<file path="config.mk">
export PLATFORM = sky130hd
export DESIGN_NAME = spm_mem_arbiter
export DESIGN_NICKNAME = d
export VERILOG_FILES = /design/src/rtl/spm_mem_arbiter_pkg.sv /design/src/rtl/spm_mem_arbiter.sv
export SDC_FILE = /design/constraint.sdc
export NUM_CORES = 1
export LEC_CHECK = 0
export CELL_PAD_IN_SITES_DETAIL_PLACEMENT = 0
export CELL_PAD_IN_SITES_GLOBAL_PLACEMENT = 1
export CORE_MARGIN = 4
export CORE_UTILIZATION = 25
export DETAILED_ROUTE_END_ITERATION = 7
export PLACE_DENSITY = 0.89
export SYNTH_ARGS = -nofsm -noshare
export SYNTH_HDL_FRONTEND = slang
export SYNTH_SLANG_ARGS = --single-unit
export TNS_END_PERCENT = 5
</file>
<file path="constraint.sdc">
create_clock -name clk -period 2.2 [get_ports clk]
set_input_delay 0.44 -clock clk [delete_from_list [all_inputs] [get_ports clk]]
set_output_delay 0.44 -clock clk [all_outputs]
set_load 0.05 [all_outputs]
</file>
<file path="src/rtl/spm_mem_arbiter_pkg.sv">
// spm_mem_arbiter_pkg: shared owner encoding and RISC_SPM memory geometry
package spm_mem_arbiter_pkg;
   localparam int WORD_SIZE = 8;
   localparam int ADDR_SIZE = 8;
   typedef enum logic [1:0] {
      OWN_IDLE = 2'b00,
      OWN_CPU  = 2'b01,
      OWN_HOST = 2'b10
   } own_e;
endpackage

</file>
<file path="src/rtl/spm_mem_arbiter.sv">
// spm_mem_arbiter: round-robin CPU/host arbiter for the single-port RISC_SPM memory
module spm_mem_arbiter
   import spm_mem_arbiter_pkg::*;
#(
   parameter int word_size = WORD_SIZE,
   parameter int addr_size = ADDR_SIZE,
   parameter int LOCK_MAX  = 4
) (
   input  logic                 clk,
   input  logic                 rst,
   input  logic                 cpu_req,
   input  logic                 cpu_we,
   input  logic [addr_size-1:0] cpu_addr,
   input  logic [word_size-1:0] cpu_wdata,
   output logic                 cpu_gnt,
   output logic                 cpu_rvalid,
   output logic [word_size-1:0] cpu_rdata,
   input  logic                 host_req,
   input  logic                 host_we,
   input  logic [addr_size-1:0] host_addr,
   input  logic [word_size-1:0] host_wdata,
   input  logic                 host_lock,
   output logic                 host_gnt,
   output logic                 host_rvalid,
   output logic [word_size-1:0] host_rdata,
   output logic [addr_size-1:0] mem_addr,
   output logic [word_size-1:0] mem_wdata,
   output logic                 mem_we,
   output logic                 mem_re,
   input  logic [word_size-1:0] mem_rdata
);
   own_e                 state_q, state_d;
   logic                 last_host_q, last_host_d;
   logic [3:0]           lock_cnt_q, lock_cnt_d;
   logic                 cpu_rvalid_q, cpu_rvalid_d, host_rvalid_q, host_rvalid_d;
   logic [word_size-1:0] cpu_rdata_q, cpu_rdata_d, host_rdata_q, host_rdata_d;
   logic                 both, lock_hold;

   assign cpu_gnt     = state_q == OWN_CPU;
   assign host_gnt    = state_q == OWN_HOST;
   assign mem_addr    = cpu_gnt ? cpu_addr : host_gnt ? host_addr : '0;
   assign mem_wdata   = cpu_gnt ? cpu_wdata : host_gnt ? host_wdata : '0;
   assign mem_we      = (cpu_gnt & cpu_we) | (host_gnt & host_we);
   assign mem_re      = (cpu_gnt & ~cpu_we) | (host_gnt & ~host_we);
   assign cpu_rvalid  = cpu_rvalid_q;
   assign host_rvalid = host_rvalid_q;
   assign cpu_rdata   = cpu_rvalid_q ? mem_rdata : cpu_rdata_q;
   assign host_rdata  = host_rvalid_q ? mem_rdata : host_rdata_q;

   // next owner with round-robin tie break, capped host lock, read-return tracking
   always_comb begin
      both      = cpu_req & host_req;
      lock_hold = both & host_lock & (state_q == OWN_HOST) & (lock_cnt_q < 4'(LOCK_MAX - 1));
      state_d   = lock_hold ? OWN_HOST
                : both      ? (last_host_q ? OWN_CPU : OWN_HOST)
                : cpu_req   ? OWN_CPU
                : host_req  ? OWN_HOST
                :             OWN_IDLE;
      last_host_d   = (state_d == OWN_HOST) ? 1'b1 : (state_d == OWN_CPU) ? 1'b0 : last_host_q;
      lock_cnt_d    = (!host_lock || state_d == OWN_CPU) ? 4'd0
                    : lock_hold ? lock_cnt_q + 4'd1 : lock_cnt_q;
      cpu_rvalid_d  = cpu_gnt & ~cpu_we;
      host_rvalid_d = host_gnt & ~host_we;
      cpu_rdata_d   = cpu_rdata;
      host_rdata_d  = host_rdata;
   end

   // owner, pointer, lock counter and read-return registers
   always_ff @(posedge clk or negedge rst) begin
      if (!rst) begin
         state_q       <= OWN_IDLE;
         last_host_q   <= 1'b1;
         lock_cnt_q    <= 4'd0;
         cpu_rvalid_q  <= 1'b0;
         host_rvalid_q <= 1'b0;
         cpu_rdata_q   <= '0;
         host_rdata_q  <= '0;
      end else begin
         state_q       <= state_d;
         last_host_q   <= last_host_d;
         lock_cnt_q    <= lock_cnt_d;
         cpu_rvalid_q  <= cpu_rvalid_d;
         host_rvalid_q <= host_rvalid_d;
         cpu_rdata_q   <= cpu_rdata_d;
         host_rdata_q  <= host_rdata_d;
      end
   end
endmodule

</file>
==> results.txt <==
The die width is about 77 µm. The mean area per synthesized cell is around 13 µm². The fraction of layout instances using a drive strength above 1 came out at a little under two fifths. For this design the ratio of total power to cell area is ~1200 mW/mm². The maximum level of the CTS H-tree is 1. The area of the mapped netlist is about 0.0012 mm². The TritonCTS clock tree is built. The transition time at the pin with the least slew margin is 0.392 ns.

The via count of the first global-routing pass came out at between 1000 and 1500. The fraction of synthesized cell area in xor and xnor cells is 0%. Setup repair after global routing left no endpoint under its margin. The synthesized design devotes to its leading area cell type about half of total area.

The count of boundary I/O pins came out at 85. Derived from the worst setup path, the maximum achievable clock frequency is 0.494 GHz. In this run the critical register-to-register path is launched from lock_cnt_q[0]. The clock latency on the worst-skew pair came out at roughly 0.26 ns. The first global-routing pass estimated about 6200 µm of wire. The data arrival time of the critical path came out at around 1.6 ns. The flow ran to the end, and the final reports show no timing, DRC or antenna violations.

The total leakage power came out at roughly 1.1 nW. In the synthesized netlist the dominant register cell turns out to be dfrtp_1. The clock-pin slew reported for the worst setup and hold paths after clock tree synthesis came out at about 0.080 ns. The highest net fanout along the worst path came out at 19.

Counting instances, the worst hold path has a depth of 1. The placeable core area came out at approximately 0.0045 mm². The post-synthesis adder-cell area fraction came out at 3.16%. Once the floorplan was initialized, standard cells occupied between 20% and 30% of the core. The DRC violation count after routing came out at 0. The multiplexer fraction of the synthesized cell area came out at between 15 and 20%. The pin count of the biggest net entering global routing came out at 26.

Counting the fill cells in the layout gives 361. After detailed routing, the total wire length is 3850 µm. The final period demand of the worst path came out at approximately 2.0 ns. The commonest cells after synthesis are 24 x dfrtp_1, 17 x a22o_1, 17 x mux2_2. The most numerous cell in the Yosys netlist is dfrtp_1. The post-CTS setup-driven buffer insertion count is 0. Summed over all instances, the cell type with the most area after synthesis is dfrtp_1. The number of I/O port buffers is 84. The mean number of vias per cell came out at between 4 and 5.

The minimum setup slack among reg-to-reg paths came out at ~0.21 ns. After synthesis, the largest family of logic cells by area is multiplexers. The relative slew slack is between 70% and 80%. Yosys attributes the largest share of cell area to dfrtp_1 51%, mux2_2 16%, a22o_1 13%. The setup TNS after final layout came out at 0 ns. The startpoint of the most critical hold path is lock_cnt_q[2]. The required time at the worst-slack endpoint came out at between 1.5 and 2 ns. The synthesized design contains 25 register bits.

The area fraction in and, or, nand and nor cells after synthesis is a little over a tenth. The last weighted congestion value of the routability-driven placer came out at slightly below 0.8. The worst clock skew came out at between 0.0015 and 0.002 ns. The number of antenna violations at the first check in global routing came to 0.

The sort of element at the end of the critical path is a primary output. The fraction of the core area covered by cells at the end of the flow came out at 56.5%. Setup violations remaining at the end of the flow were counted as 0. The layout overhead on the synthesized area came out at 113%. The fraction of registers with async set or reset after synthesis came out at 100%.

In this run, the number of DRC markers left after iteration 0 of detailed routing was 33. 0 antenna diodes ended up in the layout. The path with the worst hold slack has its endpoint at lock_cnt_q[2]. The largest voltage drop on the vdd net is approximately 0.44 mV. For this run, the number of Yosys warnings is 0. The tightest min-delay check is of the register to register type.

The number of gates resized after CTS came out at 0. The number of standard-cell rows in the floorplan came out at 24. The distinct cell type count of the synthesized netlist came out at 19. The compound-gate portion of the synthesized area is a little over an eighth. The die boundary height is around 77 µm.

The number of max-slew violations in the final report came out at 0. The detailed-router iteration count before antenna repair is 4. The per-cell routed wire length is 16.4 µm. The tree is rooted in a clkbuf_8.

The post-synthesis sequential area ratio is between 50% and 60%. The total congestion overflow after global routing came out at 0. The sink count of the clock tree is 25. The die covers slightly below 0.006 mm². The number of nets in the layout came out at around 230. The total nets after synthesis came out at between 100 and 150. The register cell area after layout is between 600 and 700 µm². The count of flip-flops with a built-in enable after synthesis came out at 0. For this design, the CTS-stage hold fixing added 0 buffers. The number of hold-slack violations in the final timing report is 0. The synthesized instance count came out at between 90 and 100.

Counting the buffers created by CTS gives 3. The all-layer global routing usage is between 10% and 20%. The tool flagged a number of max-cap violations equal to 0. Summing over every cut layer, the via total after detailed routing is 1062. The worst register-to-register path ends at lock_cnt_q[1].

The number of cells on the worst reg-to-reg path is 8. The post-route clock period utilization is just over 90%. The startpoint type of the worst setup path is a register. The area of the multi-input gates is approximately 530 µm². The number of nets with antenna violations after routing came out at 0. The maximum buffer depth of the clock tree is 2. The class of the most critical setup path is register to primary output. Detailed placement finished with a half-perimeter wire length of about 3200 µm.
[registers in the layout, summed over array words and instances, names as in the netlist]
| signal | flops |
|---|---|
| last_host_q | 1 |
| state_q | 2 |
| cpu_rdata_q | 8 |
| lock_cnt_q | 4 |
| cpu_rvalid | 1 |
| host_rvalid | 1 |
| host_rdata_q | 8 |
[worst max-delay path by stage]
stage	slack [ns]	start	end	cells past startpoint
3_3_place_gp	-0.003	cpu_req	lock_cnt_q[1]	8
6_report	0.17	state_q[1]	mem_re	5
5_1_grt	0.06	lock_cnt_q[0]	lock_cnt_q[1]	8
3_5_place_dp	-0.07	cpu_req	lock_cnt_q[1]	8
2_1_floorplan	0.29	state_q[1]	mem_addr[5]	4
4_1_cts	0.16	state_q[1]	mem_re	5
[cells in the final DEF (no fill, tap or decap), types with 2 or more instances in the layout]
master,n
nor2b_1,5
dfrtp_1,24
clkdlybuf4s50_1,46
ha_1,3
buf_12,36
nand2_1,5
clkbuf_8,3
buf_4,11
or2_1,2
nand4bb_1,2
mux2_2,17
and2_1,3
a22o_1,17
[area by class of cell]
class                   instances  share of cell area (%)
clock buffers                   3                    1.63
clock inverters                 1                   0.198
multi-input cells              61                    20.9
flip-flops and latches         25                    24.8
well taps                      52                    2.57
repair buffers                 93                    50.0
[power by group]
| group | total (mW) | switching [mW] | internal, mW |
|---|---|---|---|
| clock | 0.268 | 0.142 | 0.127 |
| combinational | 2.15 | 1.12 | 1.03 |
| sequential | 0.669 | 0.0543 | 0.615 |
[stage by stage]
step	total power, mW	std cells	setup WS [ns]	hold WS, ns	area [µm²]
finish	3.09	235	0.174	0.496	2530
global route	3.21	235	0.0582	0.512	2530
CTS	3.12	235	0.165	0.497	2530
detailed placement	2.85	231	-0.0655	0.471	2480
global placement	2.82	231	-0.00297	0.472	2480
floorplan	1.73	92	0.291	0.144	1190
[cells by family (layout without fill, tap and decap cells)]
group                    Yosys count  after routing
buffers and inverters              6             97
adder cells (fa/ha/maj)            3              3
AO/OA/AOI/OAI                     19             19
multiplexers                      18             18
AND/OR/NAND/NOR                   21             21
flip-flops                        25             25
[critical path, stage by stage (launching register included)]
cell and delay, ns:
dfrtp_1 0.41, nor2b_1 0.14, buf_4 0.20, nor2b_1 0.16
or2_1 0.24, buf_12 0.16
[metal layers]
metal | track usage, % | vias up | part of all wire, %
met5 | 0 | - | 0
met2 | 23.1 | 29 | 54
met1 | 15.9 | 508 | 40
li1 | - | 517 | -
met4 | 4.17 | 0 | 2.2
met3 | 3.16 | 8 | 3.7
Note: power is estimated with default switching activity, not from simulation.
